`config.mk`:
```
export PLATFORM = sky130hd
export DESIGN_NAME = vram_write_arbiter
export DESIGN_NICKNAME = d
export VERILOG_FILES = /design/src/rtl/tft_pkg.sv /design/src/rtl/tft_address_generator.sv /design/src/rtl/vram_write_arbiter.sv
export SDC_FILE = /design/constraint.sdc
export NUM_CORES = 1
export LEC_CHECK = 0
export BUFFER_PORTS_ARGS = -buffer_cell sky130_fd_sc_hd__buf_2
export CORE_MARGIN = 2
export CORE_UTILIZATION = 60
export CTS_CLUSTER_SIZE = 24
export DETAILED_ROUTE_END_ITERATION = 8
export PLACE_DENSITY = 0.85
export SLEW_MARGIN = 20
export SYNTH_ARGS = -nofsm -noshare
export SYNTH_HDL_FRONTEND = slang
export SYNTH_SLANG_ARGS = --single-unit
```
`constraint.sdc`:
```
create_clock -name cclk -period 5.75 [get_ports cclk]
set_clock_uncertainty 0.05 [all_clocks]
set_input_delay 0.2875 -clock cclk [delete_from_list [all_inputs] [get_ports cclk]]
set_output_delay 0.2875 -clock cclk [all_outputs]
set_load 0.02 [all_outputs]
```
`src/rtl/tft_pkg.sv`:
```
// Shared types and constants for the TFT frame-buffer write path.
// Holds the arbiter state encoding, default geometry and bus widths.
package tft_pkg;

  localparam int X_RES_DEF = 480;
  localparam int Y_RES_DEF = 272;
  localparam int ADDR_W    = 17;
  localparam int PIX_W     = 9;
  localparam int COORD_W   = 9;

  typedef logic [ADDR_W-1:0]  addr_t;
  typedef logic [PIX_W-1:0]   pix_t;
  typedef logic [COORD_W-1:0] coord_t;

  typedef enum logic [1:0] {
    IDLE  = 2'd0,
    CLEAR = 2'd1,
    DONE  = 2'd2
  } state_e;

  function automatic logic on_screen(
    input coord_t x,
    input coord_t y,
    input int     xr,
    input int     yr
  );
    return (32'(x) < 32'(xr)) && (32'(y) < 32'(yr));
  endfunction

endpackage

```
`src/rtl/tft_address_generator.sv`:
```
// Linear frame-buffer address from a pixel coordinate: y*X_RES + x.
// Arithmetic is done at address width; callers only use it on-screen.
module tft_address_generator
  import tft_pkg::*;
#(
  parameter int X_RES = X_RES_DEF
) (
  input  logic [COORD_W-1:0] x,
  input  logic [COORD_W-1:0] y,
  output logic [ADDR_W-1:0]  addr
);

  assign addr = ADDR_W'(y) * ADDR_W'(X_RES) + ADDR_W'(x);

endmodule

```
`src/rtl/vram_write_arbiter.sv`:
```
// Arbitrates VRAM port A between single-pixel draws and full-screen clears.
// A rising edge on clear_req wins over a draw offered in the same cycle.
module vram_write_arbiter
  import tft_pkg::*;
#(
  parameter int         X_RES       = X_RES_DEF,
  parameter int         Y_RES       = Y_RES_DEF,
  parameter logic [8:0] CLEAR_COLOR = 9'h1FF
) (
  input  logic                cclk,
  input  logic                rst,
  input  logic                draw_valid,
  output logic                draw_ready,
  input  logic [COORD_W-1:0]  draw_x,
  input  logic [COORD_W-1:0]  draw_y,
  input  logic [PIX_W-1:0]    draw_color,
  input  logic                clear_req,
  output logic                busy,
  output logic                clear_done,
  output logic                draw_dropped,
  output logic                vram_we,
  output logic [ADDR_W-1:0]   vram_addr,
  output logic [PIX_W-1:0]    vram_din
);

  localparam addr_t LAST = addr_t'(X_RES * Y_RES - 1);

  state_e state_q, state_d;
  addr_t  cnt_q, cnt_d;
  logic   clr_prev_q, clr_prev_d;
  logic   we_q, we_d;
  addr_t  addr_q, addr_d;
  pix_t   din_q, din_d;
  logic   done_q, done_d;
  logic   drop_q, drop_d;

  logic   clear_edge;
  logic   draw_hs;
  logic   draw_ok;
  addr_t  draw_addr;

  tft_address_generator #(
    .X_RES (X_RES)
  ) u_addr_gen (
    .x    (draw_x),
    .y    (draw_y),
    .addr (draw_addr)
  );

  assign clear_edge = clear_req && !clr_prev_q;
  assign draw_ready = (state_q == IDLE) && !clear_edge;
  assign draw_hs    = draw_valid && draw_ready;
  assign draw_ok    = on_screen(draw_x, draw_y, X_RES, Y_RES);
  assign busy       = (state_q == CLEAR) || (state_q == DONE);

  // Registered outputs line up with the state: we is high for every
  // CLEAR cycle and clear_done for the single DONE cycle.
  always_comb begin
    state_d    = state_q;
    cnt_d      = cnt_q;
    clr_prev_d = clear_req;
    we_d       = 1'b0;
    addr_d     = addr_q;
    din_d      = din_q;
    done_d     = 1'b0;
    drop_d     = 1'b0;
    unique case (state_q)
      IDLE: begin
        if (clear_edge) begin
          state_d = CLEAR;
          cnt_d   = '0;
          we_d    = 1'b1;
          addr_d  = '0;
          din_d   = CLEAR_COLOR;
        end else if (draw_hs) begin
          if (draw_ok) begin
            we_d   = 1'b1;
            addr_d = draw_addr;
            din_d  = draw_color;
          end else begin
            drop_d = 1'b1;
          end
        end
      end
      CLEAR: begin
        if (cnt_q == LAST) begin
          state_d = DONE;
          done_d  = 1'b1;
        end else begin
          cnt_d  = cnt_q + 1'b1;
          we_d   = 1'b1;
          addr_d = cnt_q + 1'b1;
          din_d  = CLEAR_COLOR;
        end
      end
      DONE: begin
        state_d = IDLE;
      end
      default: begin
        state_d = IDLE;
      end
    endcase
  end

  always_ff @(posedge cclk) begin
    if (rst) begin
      state_q    <= IDLE;
      cnt_q      <= '0;
      clr_prev_q <= 1'b1;
      we_q       <= 1'b0;
      addr_q     <= '0;
      din_q      <= '0;
      done_q     <= 1'b0;
      drop_q     <= 1'b0;
    end else begin
      state_q    <= state_d;
      cnt_q      <= cnt_d;
      clr_prev_q <= clr_prev_d;
      we_q       <= we_d;
      addr_q     <= addr_d;
      din_q      <= din_d;
      done_q     <= done_d;
      drop_q     <= drop_d;
    end
  end

  assign vram_we      = we_q;
  assign vram_addr    = addr_q;
  assign vram_din     = din_q;
  assign clear_done   = done_q;
  assign draw_dropped = drop_q;

endmodule

```
==> metrics.yaml <==
layout:
  antenna_cells: 0
  finalNonFillerCells: 560
  syn_to_final_growth_pct: 11.9
  drive_above_1_share_pct: 16.2
  post-route-util_pct: 70.5
  nets: 558
worst_setup_path:
  crit_path_end: "vram_addr[16]$_SDFFE_PP0P_"
  worstPathMaxFanout: 10
  r2r_cells: 8
  cp-start-kind: "input port"
  crit_chain: "buf_2, inv_1, fa_1, fa_1, inv_1, ha_1, nand3_1, a211oi_1, mux2i_1, a2111oi_4, nor4_4, xnor2_1, o22ai_1"
  crit_path_top_delay_cell: "fa_1"
  cpLargestDelayFamily: "adder cells"
  critPathLaunch: "draw_y[6]"
  r2r-end: "cnt_q[12]$_SDFFE_PP0P_"
  worstSetupEndpointType: "register"
  path_depth: 13
  rr_startpoint: "state_q[1]$_SDFFE_PP0P_"
  required_ns: 5.85
  critical-path-max-stage-delay_ns: 0.52
  r2r_setup_slack_ns: 2.91
  crit_arrival_ns: 3.49
  critical_path_buf_inv_count: 3
  crit_type: "in -> reg"
sta:
  fin_crit_sh_pct: 58.9
  maxSlewHeadroom_pct: 34.8
  hold_violations: 0
  setup_tns_ns: 0
  clock.fmax_mhz: 295
  finalWorstSetupSlack_ns: 2.36
  worst_pin_slew_ns: 0.975
  setup-violations-final: 0
  fin_crit_ns: 3.39
  maxSlewViolCount: 0
  rsz0062_at_grt: "no"
synthesis:
  synth_edf_count: 0
  yosysWarnings: 0
  yosysMostFrequentCell: "nor2_1"
  synth_top_area_share_pct: 27.8
  synthesis.nets: 510
  ys.flop_type: "dfxtp_1"
  syn_area_mm2: 0.00353
  synthArstFlopShare_pct: 0
  synth_common_cells: "nor2_1 (60), dfxtp_1 (49), inv_1 (42)"
  ys_ff_latch: 49
  avgSynthCellArea_um2: 8.05
  yosysSeqAreaShare_pct: 27.8
  synth.area.top_cells: "dfxtp_1 (28%), fa_1 (9.1%), ha_1 (8.5%)"
  ys_types: 55
  synth_top_cell_by_area: "dfxtp_1"
  synth_cells: 439
pwr:
  p_per_area_mw_per_mm2: 303
  switching_share_pct: 39.0
  power_frac_seq_pct: 32.0
  clockPowerShare_pct: 21.3
  p_leak_uw: 0.00173
  combPwrFrac_pct: 46.7
  switching_power_uw: 467
  internal-power_uw: 732
  ir_drop_uv: 167
grt:
  antenna_found_initial: 0
  grt-ovfl-total: 0
  grtUsageTotal_pct: 25.3
  grt_pass1_vias: 2985
  grt_max_degree: 47
  grt_pass1_wl_um: 13000
clock_network:
  cts_buffers: 5
  cts.sink_count: 49
  post_cts_buffers: 0
  clockBufferDepth: 2
  cts_max_level: 2
  cts_tree: "built"
  cts.clk_slew.worst_paths_ns: 0.09
  cts-root-buf: "clkbuf_8"
  hold_buffers: 0
  insertion_delay_ns: 0.30
  postCtsResizedCells: 0
floorplan:
  rows: 27
  initial_core_util_pct: 63.0
  core_mm2: 0.00561
  ioPinCount: 62
  die_area_mm2: 0.00652
  die_width_um: 80.7
  fp.dieH_um: 80.7
routing:
  ant_nets: 0
  via_count: 3190
  drt-wirelength-per-cell_um: 14.2
  vias_per_cell: 5.70
  finalWirelength_um: 7950
  drtPass1Iterations: 4
  drt_iter0_markers: 227
  drc: 0
place:
  dp.cells: 552
  portBuffers: 61
  dp.final_hpwl_um: 5970
  gp_congestion: 0.889
  pre_cts_slack_ns: 2.02
run_status:
  outcome: "completed"
hold_path:
  hp-class: "in -> reg"
flow_run:
  max_cap_viol_count: 0
-- cell usage in the layout (no fill, tap or decap), drive strengths merged, types with 4 or more instances in the layout --
cell type  netlist  routed
a211oi           9       9
clkbuf           9       7
nor4             4       4
o21a             5       5
nor2            60      60
inv             42      42
xor2            15      15
buf             11      61
nor2b            4       4
nor3            30      30
nand2           35      35
xnor2           15      15
a311oi           4       4
o21ai           12      12
ha              24      24
nand3           17      17
dfxtp           49      49
a31oi            4       4
fa              16      16
nand2b           6       6
a21oi           32      32
-- worst reg2reg max path, stage by stage, from the launching register on --
cell and delay [ns]:
dfxtp_1 0.31, inv_1 0.09, ha_1 0.67, nor2_1 0.10, a41oi_1 0.37, nand2_1 0.55, nor4_1 0.47, a21oi_1 0.08
nor2_1 0.09
-- stage by stage --
stage | instance area [µm²] | hold WS, ns | total power [µW]
floorplan | 3530 | 0.344 | 833
global placement | 3840 | 0.418 | 935
detailed placement | 3840 | 0.429 | 952
CTS | 3950 | 0.145 | 1210
global route | 3950 | 0.143 | 1290
finish | 3950 | 0.148 | 1200
-- worst min-delay path by stage --
stage / from / end / slack (ns) / cells past startpoint
2_1_floorplan: clear_req / clr_prev_q$_SDFF_PP1_ / 0.34 / 1
3_3_place_gp: cnt_q[16]$_SDFFE_PP0P_ / cnt_q[16]$_SDFFE_PP0P_ / 0.42 / 2
3_5_place_dp: cnt_q[14]$_SDFFE_PP0P_ / cnt_q[14]$_SDFFE_PP0P_ / 0.43 / 2
4_1_cts: clear_req / clr_prev_q$_SDFF_PP1_ / 0.15 / 2
5_1_grt: clear_req / clr_prev_q$_SDFF_PP1_ / 0.14 / 2
6_report: clear_req / clr_prev_q$_SDFF_PP1_ / 0.15 / 2
-- sequential cells by signal, indices dropped and copies added, names as in the netlist --
name	cells
vram_we	1
state_q	2
vram_addr	17
clr_prev_q	1
cnt_q	17
vram_din	9
draw_dropped	1
clear_done	1
-- area by class of cell --
| class | count | area (µm²) |
|---|---|---|
| inverters | 42 | 158 |
| flip-flops and latches | 49 | 981 |
| clock buffers | 7 | 86.3 |
| well taps | 72 | 90.1 |
| clock inverters | 1 | 30.0 |
| multi-input cells | 328 | 2300 |
| repair buffers | 61 | 305 |
| fillers | 487 | 1650 |
-- kinds of logic (layout without fill, tap and decap cells) --
family / Yosys count / count (layout) / synth area share [%]
xor+xnor: 30 / 30 / 7.44
mux: 2 / 2 / 0.567
flops: 49 / 49 / 27.8
compound gates: 83 / 83 / 16.3
buf+inv: 62 / 111 / 7.05
fa+ha+maj: 40 / 40 / 17.6
simple gates: 173 / 173 / 23.3
-- power by group through the flow --
| stage | Clock, µW | Combinational (µW) | Sequential [µW] |
|---|---|---|---|
| after floorplan | 0 | 406 | 427 |
| after global placement | 0 | 544 | 391 |
| after detailed placement | 0 | 561 | 391 |
| after CTS | 258 | 564 | 384 |
| after global routing | 272 | 630 | 388 |
| final | 255 | 560 | 384 |
-- per-layer routing --
| layer | track usage [%] | share of wire (%) |
|---|---|---|
| met3 | 4.27 | 6.6 |
| met1 | 31.0 | 42 |
| met5 | 0 | 0 |
| met2 | 44.2 | 49 |
| met4 | 10.3 | 2.2 |
(Power assumes the default switching activity.)
